<file path="config.mk">
export PLATFORM = sky130hd
export DESIGN_NAME = alu_issue_arbiter
export DESIGN_NICKNAME = d
export VERILOG_FILES = /design/src/rtl/alu_issue_arbiter.sv
export SDC_FILE = /design/constraint.sdc
export NUM_CORES = 1
export LEC_CHECK = 0
export CORE_AREA = 2 2 215 217
export DETAILED_ROUTE_END_ITERATION = 7
export DIE_AREA = 0 0 217 219
export PLACE_DENSITY = 0.58
export SLEW_MARGIN = 20
export SYNTH_ARGS = -nofsm -noshare
export SYNTH_HDL_FRONTEND = slang
export SYNTH_SLANG_ARGS = --single-unit
</file>
<file path="constraint.sdc">
create_clock -name clk -period 1.4 [get_ports clk]
set_input_delay 0.42 -clock clk [delete_from_list [all_inputs] [get_ports clk]]
set_output_delay 0.42 -clock clk [all_outputs]
set_load 0.03 [all_outputs]
</file>
<file path="src/rtl/alu_issue_arbiter.sv">
// alu_issue_arbiter: shares one external ALU between two requesters and
// returns each registered result on a single response channel tagged with the requester ID.
module alu_issue_arbiter #(
    parameter int WIDTH = 64,
    parameter int SHW = 6,
    parameter int RR_EN = 1
) (
    input  logic             clk,
    input  logic             rst,
    input  logic             req0_valid,
    output logic             req0_ready,
    input  logic [WIDTH-1:0] req0_a,
    input  logic [WIDTH-1:0] req0_b,
    input  logic [SHW-1:0]   req0_shamt,
    input  logic [2:0]       req0_sel,
    input  logic             req1_valid,
    output logic             req1_ready,
    input  logic [WIDTH-1:0] req1_a,
    input  logic [WIDTH-1:0] req1_b,
    input  logic [SHW-1:0]   req1_shamt,
    input  logic [2:0]       req1_sel,
    output logic [WIDTH-1:0] alu_a,
    output logic [WIDTH-1:0] alu_b,
    output logic [SHW-1:0]   alu_shiftamt,
    output logic [2:0]       alu_sel,
    input  logic [WIDTH-1:0] alu_result,
    output logic             rsp_valid,
    input  logic             rsp_ready,
    output logic             rsp_id,
    output logic [WIDTH-1:0] rsp_data,
    output logic             rsp_err,
    output logic             busy
);
    typedef enum logic [1:0] {IDLE, EXEC, RESP} state_t;
    state_t state, nxt;
    logic   ptr, gid, pick1, hs;
    // ptr names the requester favoured on contention; ignored in fixed-priority mode
    assign pick1 = req1_valid && (!req0_valid || ((RR_EN != 0) && ptr));
    always_ff @(posedge clk)
        state <= rst ? IDLE : nxt;
    always_comb
        nxt = state == IDLE ? (hs ? EXEC : IDLE) :
              state == EXEC ? RESP : (rsp_ready ? IDLE : RESP);
    always_comb begin
        req0_ready = state == IDLE && req0_valid && !pick1;
        req1_ready = state == IDLE && pick1;
        hs         = req0_ready || req1_ready;
        rsp_valid  = state == RESP;
        busy       = state != IDLE;
    end
    always_ff @(posedge clk) begin
        if (rst) begin
            alu_a        <= '0;
            alu_b        <= '0;
            alu_shiftamt <= '0;
            alu_sel      <= '0;
            rsp_data     <= '0;
            rsp_id       <= 1'b0;
            rsp_err      <= 1'b0;
            gid          <= 1'b0;
            ptr          <= 1'b0;
        end else begin
            if (hs) begin
                alu_a        <= pick1 ? req1_a : req0_a;
                alu_b        <= pick1 ? req1_b : req0_b;
                alu_shiftamt <= pick1 ? req1_shamt : req0_shamt;
                alu_sel      <= pick1 ? req1_sel : req0_sel;
                gid          <= pick1;
                ptr          <= !pick1;
            end
            if (state == EXEC) begin
                rsp_data <= alu_sel == 3'b111 ? '0 : alu_result;
                rsp_err  <= alu_sel == 3'b111;
                rsp_id   <= gid;
            end
        end
    end
endmodule

</file>
[Word-level counts from Yosys, hierarchy flattened]
Index checks and enable logic that the tools add are counted.
Storage, ports and cells
  register bits: 207
  input port bits: 343
  output and inout bits: 207
Operators by class
  eq/ne operators: 3
  mux-type cells: 9
  reductions and logical operators: 10
Operators with widths (count)
  64-bit 2-to-1 mux: 3
  2-bit 2-to-1 mux: 3
  6-bit 2-to-1 mux: 1
  1-bit logical AND: 4
  3-bit equality test (second input constant): 1
  3-bit 2-to-1 mux: 1
  2-bit by 1-bit equality test with 1-bit output (second input constant): 1
  2-bit equality test (second input constant): 1
  1-bit logical NOT: 2
  2-bit logical NOT: 1
  1-bit logical OR: 2
  2-bit nonzero test: 1
  1-bit 2-to-1 mux: 1

[Logic depth before layout (Yosys ltp)]
Gate-level depths: netlist (run 1).
  word-level depth: 8
  gate-level depth with buffers: 6
  mapped depth without buffers: 4

[Least setup slack after synthesis (run 1)]
Ideal clock, no wire load.
  path type: input -> output
  from: input port req1_valid
  to: output port req1_ready
  arrival time: 1630 ps
  setup slack: -650 ps
  stages on the path: 5
  path buffers: 3
  cell sequence: buf_2 -> inv_2 -> buf_2 -> buf_2 -> nor3_1
Between the ends
  word-level cells in the longest chain between the ends: 2
Ends and longest elaborated chain
  start, declared: RTL line 16  | input logic req1_valid,
  1-bit logical AND: RTL line 38  | assign pick1 = req1_valid && (!req0_valid || ((RR_EN != 0) && ptr));
  1-bit logical AND: RTL line 46  | req1_ready = state == IDLE && pick1;
  end, declared: RTL line 17  | output logic req1_ready,
Every way passes these cells.

[Worst setup path after layout (run 1)]
  from: register state[0]
  to: output port req0_ready
Between the ends
  word-level cells in the longest chain between the ends: 3
Ends and longest elaborated chain
  start, declared: RTL line 35  | state_t state, nxt;
  start signal, assigned: RTL line 40  | state <= rst ? IDLE : nxt;
  2-bit logical NOT: RTL line 45  | req0_ready = state == IDLE && req0_valid && !pick1;
  1-bit logical AND (2 in series): RTL line 45
  end, declared: RTL line 11  | output logic req0_ready,
Every way passes these cells.

==> flow_metrics.tcl, run 1 <==
set metrics [dict create \
    status "finished with violations" \
    violations "setup timing" \
    numCtsBuffers 25 \
    yosys_register_bits 207 \
    clkLatencyLatePin_ns 0.55 \
    power_frac_clock_pct 29.0 \
    io_pins 550 \
    cts-root-buf "clkbuf_16" \
    clock.fmax_mhz 483 \
    drtIter0Drc 796 \
    cp_data_arrival_time_ns 1.65 \
    core_area_um2 45100 \
    grt_setup_unrepaired "yes" \
    htree_num_levels 1 \
    synth_warnings 0 \
    drt-total-wl_um 50900 \
    fin_util_pct 43.6 \
    start_kind "flop" \
    drtPass1Iterations 5 \
    sw_frac_of_total_pct 33.1 \
    viasPerCell 4.99 \
    initial_core_util_pct 19.9 \
    grt_pass1_vias 11000 \
    grt_use_total_pct 18.4 \
    p_switching_mw 7.54 \
    power_frac_comb_pct 39.2 \
    maxSlewViolCount 0 \
    overflow 0 \
    finalHoldViolCount 0 \
    critPathMaxFanout 4 \
    hold_buffers 0 \
    use_met3_pct 5.05 \
    placedInstanceArea_um2 15400 \
    die_w_um 217 \
    critPathRequiredTime_ns 0.98 \
    cts.sinks 207 \
    drc_errors 0 \
    ant_nets 0 \
    ys_types 29 \
    fin_crit_ns 2.07 \
    vias 11400 \
    path_clk_slew_ns 0.06 \
    placed_cells 2094 \
    fin_ws_ns -0.669 \
    grt_util_met2_pct 31.4 \
    criticalPathCategory "reg -> out" \
    fin_nets 2007 \
    finalCritPeriodShare_pct 148 \
    total_power_mw 22.8 \
    dp_hpwl_um 31400 \
    clock_path_buffers 3 \
    reg2reg_slack_ns -0.22 \
    die_height_um 219 \
    antenna_found_initial 3 \
    max_slew_margin_pct 54.5 \
    top_usage_layer "met2" \
    hp-class "in -> reg" \
    p_int_mw 15.3 \
    cts_tree "yes" \
    clock_skew_ns 0.0111 \
    vdd_drop_max_v 0.000897 \
    syn_area_per_cell_um2 9.12 \
    drive_above_1_share_pct 49.8 \
    portBuffers 549 \
    finalSetupViolCount 409 \
    grt_max_degree 90 \
    fin_area_um2 19700 \
    netlist_instances 982 \
    synth_seq_area_share_pct 46.3 \
    p_seq_share_pct 31.8 \
    groute.layer.met1.usage_pct 22.0 \
    leakage_nw 7.66 \
    rows 78 \
    p_per_area_nw_per_um2 1160 \
    gp_congestion 0.823 \
    layout.cells.non_filler 2285 \
    end_kind "output pin" \
    maxCapViolations 0 \
    dieArea_um2 47500 \
    syn_nets 1325 \
    wl_per_cell_um 22.3 \
    synth_area_um2 8960 \
    area.growth.synth_to_final_pct 119 \
    fin_tns_setup_ns -40.07 \
    worst_pin_slew_ns 0.682 \
    grt_pass1_wl_um 68000 \
]
## area by class of cell
type                    count  area, um2
multi-input cells         639       4570
repair buffers            789       9100
clock inverters            11        111
well taps                 600        751
flip-flops and latches    207       4420
fillers                  4209      25400
clock buffers              34        699
diodes                      3       7.51
inverters                   2       12.5
## worst max-delay path, stage by stage (launching register included)
cell     delay, ns
dfxtp_4       0.35
or3b_4        0.41
a21oi_4       0.18
buf_6         0.16
## layout by cell type (no fill, tap or decap), types with 3 or more instances in the layout
cell type / Yosys / layout
clkdlybuf4s50_1: 0 / 339
buf_6: 17 / 211
dfxtp_2: 0 / 200
nand3_1: 137 / 137
a21oi_1: 141 / 128
buf_4: 7 / 125
a311oi_1: 138 / 94
o21ai_0: 124 / 79
buf_12: 0 / 65
a22o_2: 56 / 49
a311oi_2: 0 / 44
o21ai_1: 13 / 43
clkbuf_16: 0 / 40
buf_8: 0 / 18
o21ai_2: 0 / 13
a21oi_2: 0 / 12
buf_16: 0 / 11
a22o_1: 8 / 8
a22o_4: 0 / 7
clkinv_2: 0 / 7
dfxtp_4: 0 / 6
clkbuf_1: 37 / 5
nand2_1: 4 / 4
clkbuf_8: 0 / 4
bufbuf_16: 0 / 4
diode_2: 0 / 3
nor2_4: 1 / 3
## cell families after synthesis
kind of cell	share of synthesized area [%]
AOI/OAI and AO/OA	36.2
and+or+nand+nor	9.08
DFF	46.3
buffers and inverters	8.43
## power groups by stage
stage	Sequential (mW)	Combinational, mW	Clock, mW
floorplan	8.32	2.01	0
global placement	7.09	6.58	0
detailed placement	7.10	6.63	0
CTS	7.23	7.68	6.76
global route	7.32	9.36	7.03
finish	7.25	8.94	6.63
## layer usage
layer  share of wire [%]  wire (um)
met5                   0          0
met4                 3.7       1890
met3                 7.9       4020
met2                  49      24800
met1                  40      20200
## final timing paths
check                                end  cells past startpoint                start
setup / recovery              req0_ready                      3  state[0]$_SDFF_PP0_
hold / removal          ptr$_SDFFE_PP0P_                      2           req1_valid
setup reg to reg  alu_a[19]$_SDFFE_PP0P_                      7     ptr$_SDFFE_PP0P_
hold reg to reg      rsp_id$_SDFFE_PP0N_                      2     gid$_SDFFE_PP0P_
## through the flow
stage / setup slack [ns] / hold WS, ns
after floorplan: -0.131 / 0.432
after global placement: -0.764 / 0.449
after detailed placement: -0.750 / 0.452
after CTS: -0.690 / 0.165
after global routing: -0.705 / 0.184
final: -0.669 / 0.184
## cells in the mapped netlist, drive strengths merged
cell	count	share of area, %
nor3	3	0.29
a32oi	1	0.098
a21oi	141	7.9
nand2b	2	0.17
nor2	5	0.32
o21ai	137	7.7
nor2b	1	0.070
clkbuf	38	1.6
dfxtp	207	46
nand3	137	7.7
or2	1	0.070
a311oi	138	13
a211oi	1	0.084
inv	2	0.084
and2b	2	0.17
or3b	1	0.098
a22o	64	7.0
nand2	4	0.17
and3	1	0.070
buf	96	6.7
## timing repair
action / 4_1_cts / 5_1_grt
pin swaps: 29 / 62
endpoints found under the setup margin: 402 / 409
buffers inserted: 51 / 62
resized for setup: 453 / 161
gates cloned: 16 / 21
## registers in the layout (all words and copies together), names as in the netlist
signal / flops
alu_b: 64
rsp_err: 1
alu_a: 64
gid: 1
state: 2
rsp_data: 64
rsp_id: 1
alu_sel: 3
alu_shiftamt: 6
ptr: 1
(Power assumes the default switching activity.)
==> inputs of run 2 (changes only) <==
--- a/config.mk
+++ b/config.mk
@@ -5,10 +5,13 @@
 export SDC_FILE = /design/constraint.sdc
 export NUM_CORES = 1
 export LEC_CHECK = 0
+export CAP_MARGIN = 10
 export CORE_AREA = 2 2 215 217
 export DETAILED_ROUTE_END_ITERATION = 7
 export DIE_AREA = 0 0 217 219
+export MAX_ROUTING_LAYER = met4
 export PLACE_DENSITY = 0.58
+export SETUP_SLACK_MARGIN = 0.5
 export SLEW_MARGIN = 20
 export SYNTH_ARGS = -nofsm -noshare
 export SYNTH_HDL_FRONTEND = slang
==> flow_metrics.tcl, run 2 (synthesized netlist as in run 1, its figures left out) <==
set metrics [dict create \
    wl_per_cell_um 22.6 \
    critPathMaxFanout 3 \
    dieArea_um2 47500 \
    critical-path-top-delay-family "simple AND/OR/NAND/NOR gates" \
    grt_pass1_vias 12000 \
    vdd_drop_max_v 0.000804 \
    drtPass1Iterations 5 \
    fin_nets 2128 \
    p_seq_share_pct 29.9 \
    max_slew_margin_pct 70.0 \
    grt_pass1_wl_um 72900 \
    maxSlewViolCount 0 \
    hp-class "in -> reg" \
    viasPerCell 5.02 \
    p_int_mw 16.2 \
    finalHoldViolCount 0 \
    die_w_um 217 \
    clock_skew_ns 0.00755 \
    slowest_stage "or3b_4" \
    maxCapViolations 0 \
    criticalPathCategory "reg -> out" \
    finalSetupViolCount 409 \
    drive_above_1_share_pct 63.5 \
    end_kind "output pin" \
    layout_commonest_cell "clkdlybuf4s50_1" \
    ant_nets 0 \
    die_height_um 219 \
    worst_pin_slew_ns 0.449 \
    leakage_nw 8.77 \
    path_clk_slew_ns 0.07 \
    whs_ns 0.163 \
    cp_data_arrival_time_ns 1.59 \
    grt_use_total_pct 20.4 \
    drt-total-wl_um 54500 \
    drc_errors 0 \
    start_kind "flop" \
    p_switching_mw 8.15 \
    critPathRequiredTime_ns 0.98 \
    overflow 0 \
    slowest_delay_ns 0.42 \
    holdPathStages 2 \
    r2r-start "state[1]$_SDFF_PP0_" \
    reg_top3 "alu_a (64), alu_b (64), rsp_data (64)" \
    power_frac_clock_pct 25.7 \
    layout_common_cells "339 x clkdlybuf4s50_1, 241 x buf_6, 190 x dfxtp_2" \
    worstHoldStart "rst" \
    fin_tns_setup_ns -30.72 \
    power_frac_comb_pct 44.4 \
    cts_tree "yes" \
    violations "setup timing" \
    r2r_cells 10 \
    finalCritPeriodShare_pct 144 \
    rows 78 \
    fin_ws_ns -0.610 \
    reg2reg_slack_ns -0.29 \
    worst-path-buf-inv 1 \
    grt_setup_unrepaired "yes" \
    p_per_area_nw_per_um2 1100 \
    portBuffers 549 \
    r2r-end "alu_a[61]$_SDFFE_PP0P_" \
    status "finished with violations" \
    cts.sinks 207 \
    area.growth.synth_to_final_pct 148 \
    fin_crit_ns 2.01 \
    sw_frac_of_total_pct 33.4 \
    clock_path_buffers 3 \
    io_pins 550 \
    clock.fmax_mhz 498 \
    hold_buffers 0 \
    crit_chain "or3b_4, a21oi_4, buf_6" \
    grt_max_degree 57 \
    initial_core_util_pct 19.9 \
    htree_num_levels 1 \
    gp_congestion 0.819 \
    numCtsBuffers 25 \
    holdPathEnd "rsp_err$_SDFFE_PP0N_" \
    clkLatencyLatePin_ns 0.53 \
    drtIter0Drc 561 \
    core_area_um2 45100 \
    antenna_found_initial 6 \
    cts-root-buf "clkbuf_16" \
    dp_hpwl_um 31900 \
    vias 12100 \
]
## run 2: worst reg2reg max path, cell delays in order (launching register included)
cell and delay [ns]:
dfxtp_4 0.36, nor2_4 0.15, buf_6 0.11, buf_6 0.11
buf_6 0.10, buf_12 0.13, buf_12 0.13, buf_12 0.10
buf_16 0.12, a21oi_2 0.05, a311oi_1 0.24
## run 2: worst max-delay path by stage
| stage | start | end | slack [ns] | depth (start not counted) |
|---|---|---|---|---|
| 2_1_floorplan | req1_valid | req1_ready | -0.13 | 5 |
| 3_3_place_gp | req0_valid | req0_ready | -0.83 | 4 |
| 3_5_place_dp | req0_valid | req0_ready | -0.84 | 4 |
| 4_1_cts | state[0]$_SDFF_PP0_ | req0_ready | -0.62 | 3 |
| 5_1_grt | state[1]$_SDFF_PP0_ | req0_ready | -0.65 | 3 |
| 6_report | state[1]$_SDFF_PP0_ | req0_ready | -0.61 | 3 |
## run 2: power groups by stage
stage                     Combinational, mW  Sequential [mW]  Clock [mW]
final                                  10.8             7.29        6.27
after global routing                   11.3             7.34        6.64
after CTS                              9.56             7.23        6.37
after detailed placement               6.76             7.12           0
after global placement                 6.72             7.12           0
after floorplan                        2.12             8.35           0
## run 2: metrics by stage
stage          cells  setup slack [ns]  area [um2]  total power [mW]  utilization (%)
3_5_place_dp    2103            -0.842       15600              13.9             34.7
6_report        2406            -0.610       22200              24.4             49.3
2_1_floorplan    982            -0.131        9270              10.5                -
3_3_place_gp    2103            -0.829       15600              13.8             34.7
4_1_cts         2297            -0.621       20300              23.2             45.0
5_1_grt         2406            -0.649       22200              25.3             49.3
## run 2: repair_timing
item / CTS / global route
pin swaps: 137 / 118
endpoints found under the setup margin: 414 / 413
buffers inserted: 118 / 89
gates resized for setup: 763 / 178
gates cloned: 34 / 14
## run 2: cell type report
type                       instances  area (um2)
multi-input combinational        639        5690
sequential                       207        4440
tap                              600         751
clock buffer                      37         701
inverter                           2        12.5
timing repair buffer             910       10600
antenna                            6        15.0
clock inverter                     5        55.1
fill                            3895       22800
## run 2: routing by layer
metal / GRT usage [%] / vias to the layer above / part of all wire (%) / wire length (um)
li1: - / 5495 / - / -
met3: 3.76 / 134 / 6.7 / 3650
met4: 7.90 / 0 / 4.6 / 2490
met2: 34.5 / 537 / 50 / 27200
met1: 24.1 / 5905 / 39 / 21100
met5: - / - / 0 / 0
==> inputs of run 3 (changes only) <==
--- a/config.mk
+++ b/config.mk
@@ -9,6 +9,7 @@
 export CORE_AREA = 2 2 215 217
 export DETAILED_ROUTE_END_ITERATION = 7
 export DIE_AREA = 0 0 217 219
+export GPL_TIMING_DRIVEN = 0
 export MAX_ROUTING_LAYER = met4
 export PLACE_DENSITY = 0.58
 export SETUP_SLACK_MARGIN = 0.5
==> flow_metrics.tcl, run 3 (synthesized netlist as in run 1, its figures left out) <==
set metrics [dict create \
    status "finished with violations" \
    violations "setup timing" \
    criticalPathCategory "reg -> out" \
    startpoint "state[1]$_SDFF_PP0_" \
    end_kind "output pin" \
    finalCritPeriodShare_pct 145 \
    critical-path-top-delay-family "simple AND/OR/NAND/NOR gates" \
    reg_top3 "alu_a (64), alu_b (64), rsp_data (64)" \
    maxCapViolations 0 \
    fin_area_um2 19500 \
    drtIter0Drc 591 \
    whs_ns 0.293 \
    ant_nets 0 \
    drc_errors 0 \
    start_kind "flop" \
    seq_area_um2 4440 \
    fin_util_pct 43.2 \
    overflow 0 \
    cts-root-buf "clkbuf_16" \
    dp_slack_ns -1.40 \
    numCtsBuffers 26 \
    total_power_mw 23.9 \
    fin_crit_ns 2.03 \
    clkLatencyLatePin_ns 0.56 \
    die_w_um 217 \
    sw_frac_of_total_pct 32.7 \
    rows 78 \
    fin_nets 2016 \
    grt_pass1_vias 11300 \
    vdd_drop_max_v 0.000768 \
    power_frac_comb_pct 36.6 \
    r2r_cells 13 \
    fin_tns_setup_ns -75.33 \
    cp_data_arrival_time_ns 1.61 \
    grt_use_total_pct 20.1 \
    gp_congestion 0.909 \
    cp.depth 3 \
    initial_core_util_pct 19.9 \
    p_int_mw 16.1 \
    r2r-end "alu_b[51]$_SDFFE_PP0P_" \
    placedInstanceArea_um2 15500 \
    dieArea_um2 47500 \
    power_frac_clock_pct 32.7 \
    drtPass1Iterations 5 \
    nFillCells 4359 \
    antenna_found_initial 0 \
    placed_cells 2129 \
    p_per_area_nw_per_um2 1230 \
    wl_per_cell_um 22.6 \
    critPathRequiredTime_ns 0.98 \
    finalHoldViolCount 0 \
    layout_common_cells "339 x clkdlybuf4s50_1, 245 x buf_6, 191 x dfxtp_2" \
    endpoint "req0_ready" \
    critPathMaxFanout 4 \
    layout.cells.non_filler 2294 \
    clock.fmax_mhz 493 \
    maxSlewViolCount 0 \
    io_pins 550 \
    drt-total-wl_um 51700 \
    crit_chain "or3b_4, a21oi_4, buf_6" \
    slowest_delay_ns 0.41 \
    drive_above_1_share_pct 53.7 \
    grt_pass1_wl_um 71200 \
    path_clk_slew_ns 0.06 \
    multi_input_area_um2 4920 \
    leakage_nw 7.45 \
    viasPerCell 4.94 \
    area.growth.synth_to_final_pct 117 \
    cts.sinks 207 \
    hp-class "in -> reg" \
    clock_path_buffers 3 \
    max_slew_margin_pct 49.9 \
    grt_max_degree 13 \
    fin_ws_ns -0.629 \
    reg2reg_slack_ns -0.54 \
    cts_tree "yes" \
    die_height_um 219 \
    dp_hpwl_um 36400 \
    clock_skew_ns 0.0146 \
    htree_num_levels 1 \
    portBuffers 547 \
    core_area_um2 45100 \
    grt_setup_unrepaired "yes" \
    vias 11300 \
    r2r-start "state[0]$_SDFF_PP0_" \
    worst-path-buf-inv 1 \
    p_switching_mw 7.80 \
    worst_pin_slew_ns 0.752 \
    p_seq_share_pct 30.7 \
    slowest_stage "or3b_4" \
    finalSetupViolCount 410 \
    layout_commonest_cell "clkdlybuf4s50_1" \
]
[run 3: layout make-up]
type                    count  share of cell area, %
multi-input cells         639                   25.3
inverters                   2                 0.0642
plain buffers             134                   6.29
flip-flops and latches    207                   22.8
diodes                      1                 0.0128
clock inverters            14                   1.18
well taps                 600                   3.85
clock buffers              34                   3.86
repair buffers            663                   36.7
[run 3: timing repair]
action,in CTS,in global routing
pin swaps,10,127
hold buffers,0,0
gates resized for setup,1157,739
setup endpoints to repair,413,414
gates cloned,3,18
buffers inserted,60,35
[run 3: how the worst min path moves through the flow]
stage	cells after the start	start	to	slack, ns
floorplan	2	gid$_SDFFE_PP0P_	rsp_id$_SDFFE_PP0N_	0.43
global placement	2	rsp_err$_SDFFE_PP0N_	rsp_err$_SDFFE_PP0N_	0.45
detailed placement	2	gid$_SDFFE_PP0P_	rsp_id$_SDFFE_PP0N_	0.45
CTS	3	rst	state[0]$_SDFF_PP0_	0.26
global route	3	req1_valid	state[0]$_SDFF_PP0_	0.29
finish	3	req1_valid	state[0]$_SDFF_PP0_	0.29
[run 3: worst reg2reg max path, cell delays in order, from the launching register on]
cell	delay [ns]
dfxtp_4	0.36
buf_12	0.12
nor2_4	0.13
buf_6	0.12
buf_6	0.08
buf_6	0.08
buf_6	0.09
buf_12	0.11
buf_12	0.11
buf_16	0.12
buf_8	0.11
buf_8	0.13
a21oi_2	0.06
a311oi_2	0.23
[run 3: layer usage]
metal  part of all wire, %  wire [um]  vias to the layer above  global-route usage (%)
met3                   7.5       3860                       70                    5.07
met2                    50      25700                      471                    34.5
li1                      -          -                     5217                       -
met1                    41      21000                     5569                    23.4
met4                   2.2       1130                        0                    4.61
met5                     0          0                        -                       -
[run 3: power groups by stage]
stage | sequential [mW] | clock [mW] | combinational [mW]
after floorplan | 8.35 | 0 | 2.12
after global placement | 7.12 | 0 | 6.57
after CTS | 7.17 | 7.95 | 7.45
final | 7.34 | 7.80 | 8.73
after detailed placement | 7.13 | 0 | 6.59
after global routing | 7.40 | 8.17 | 9.16
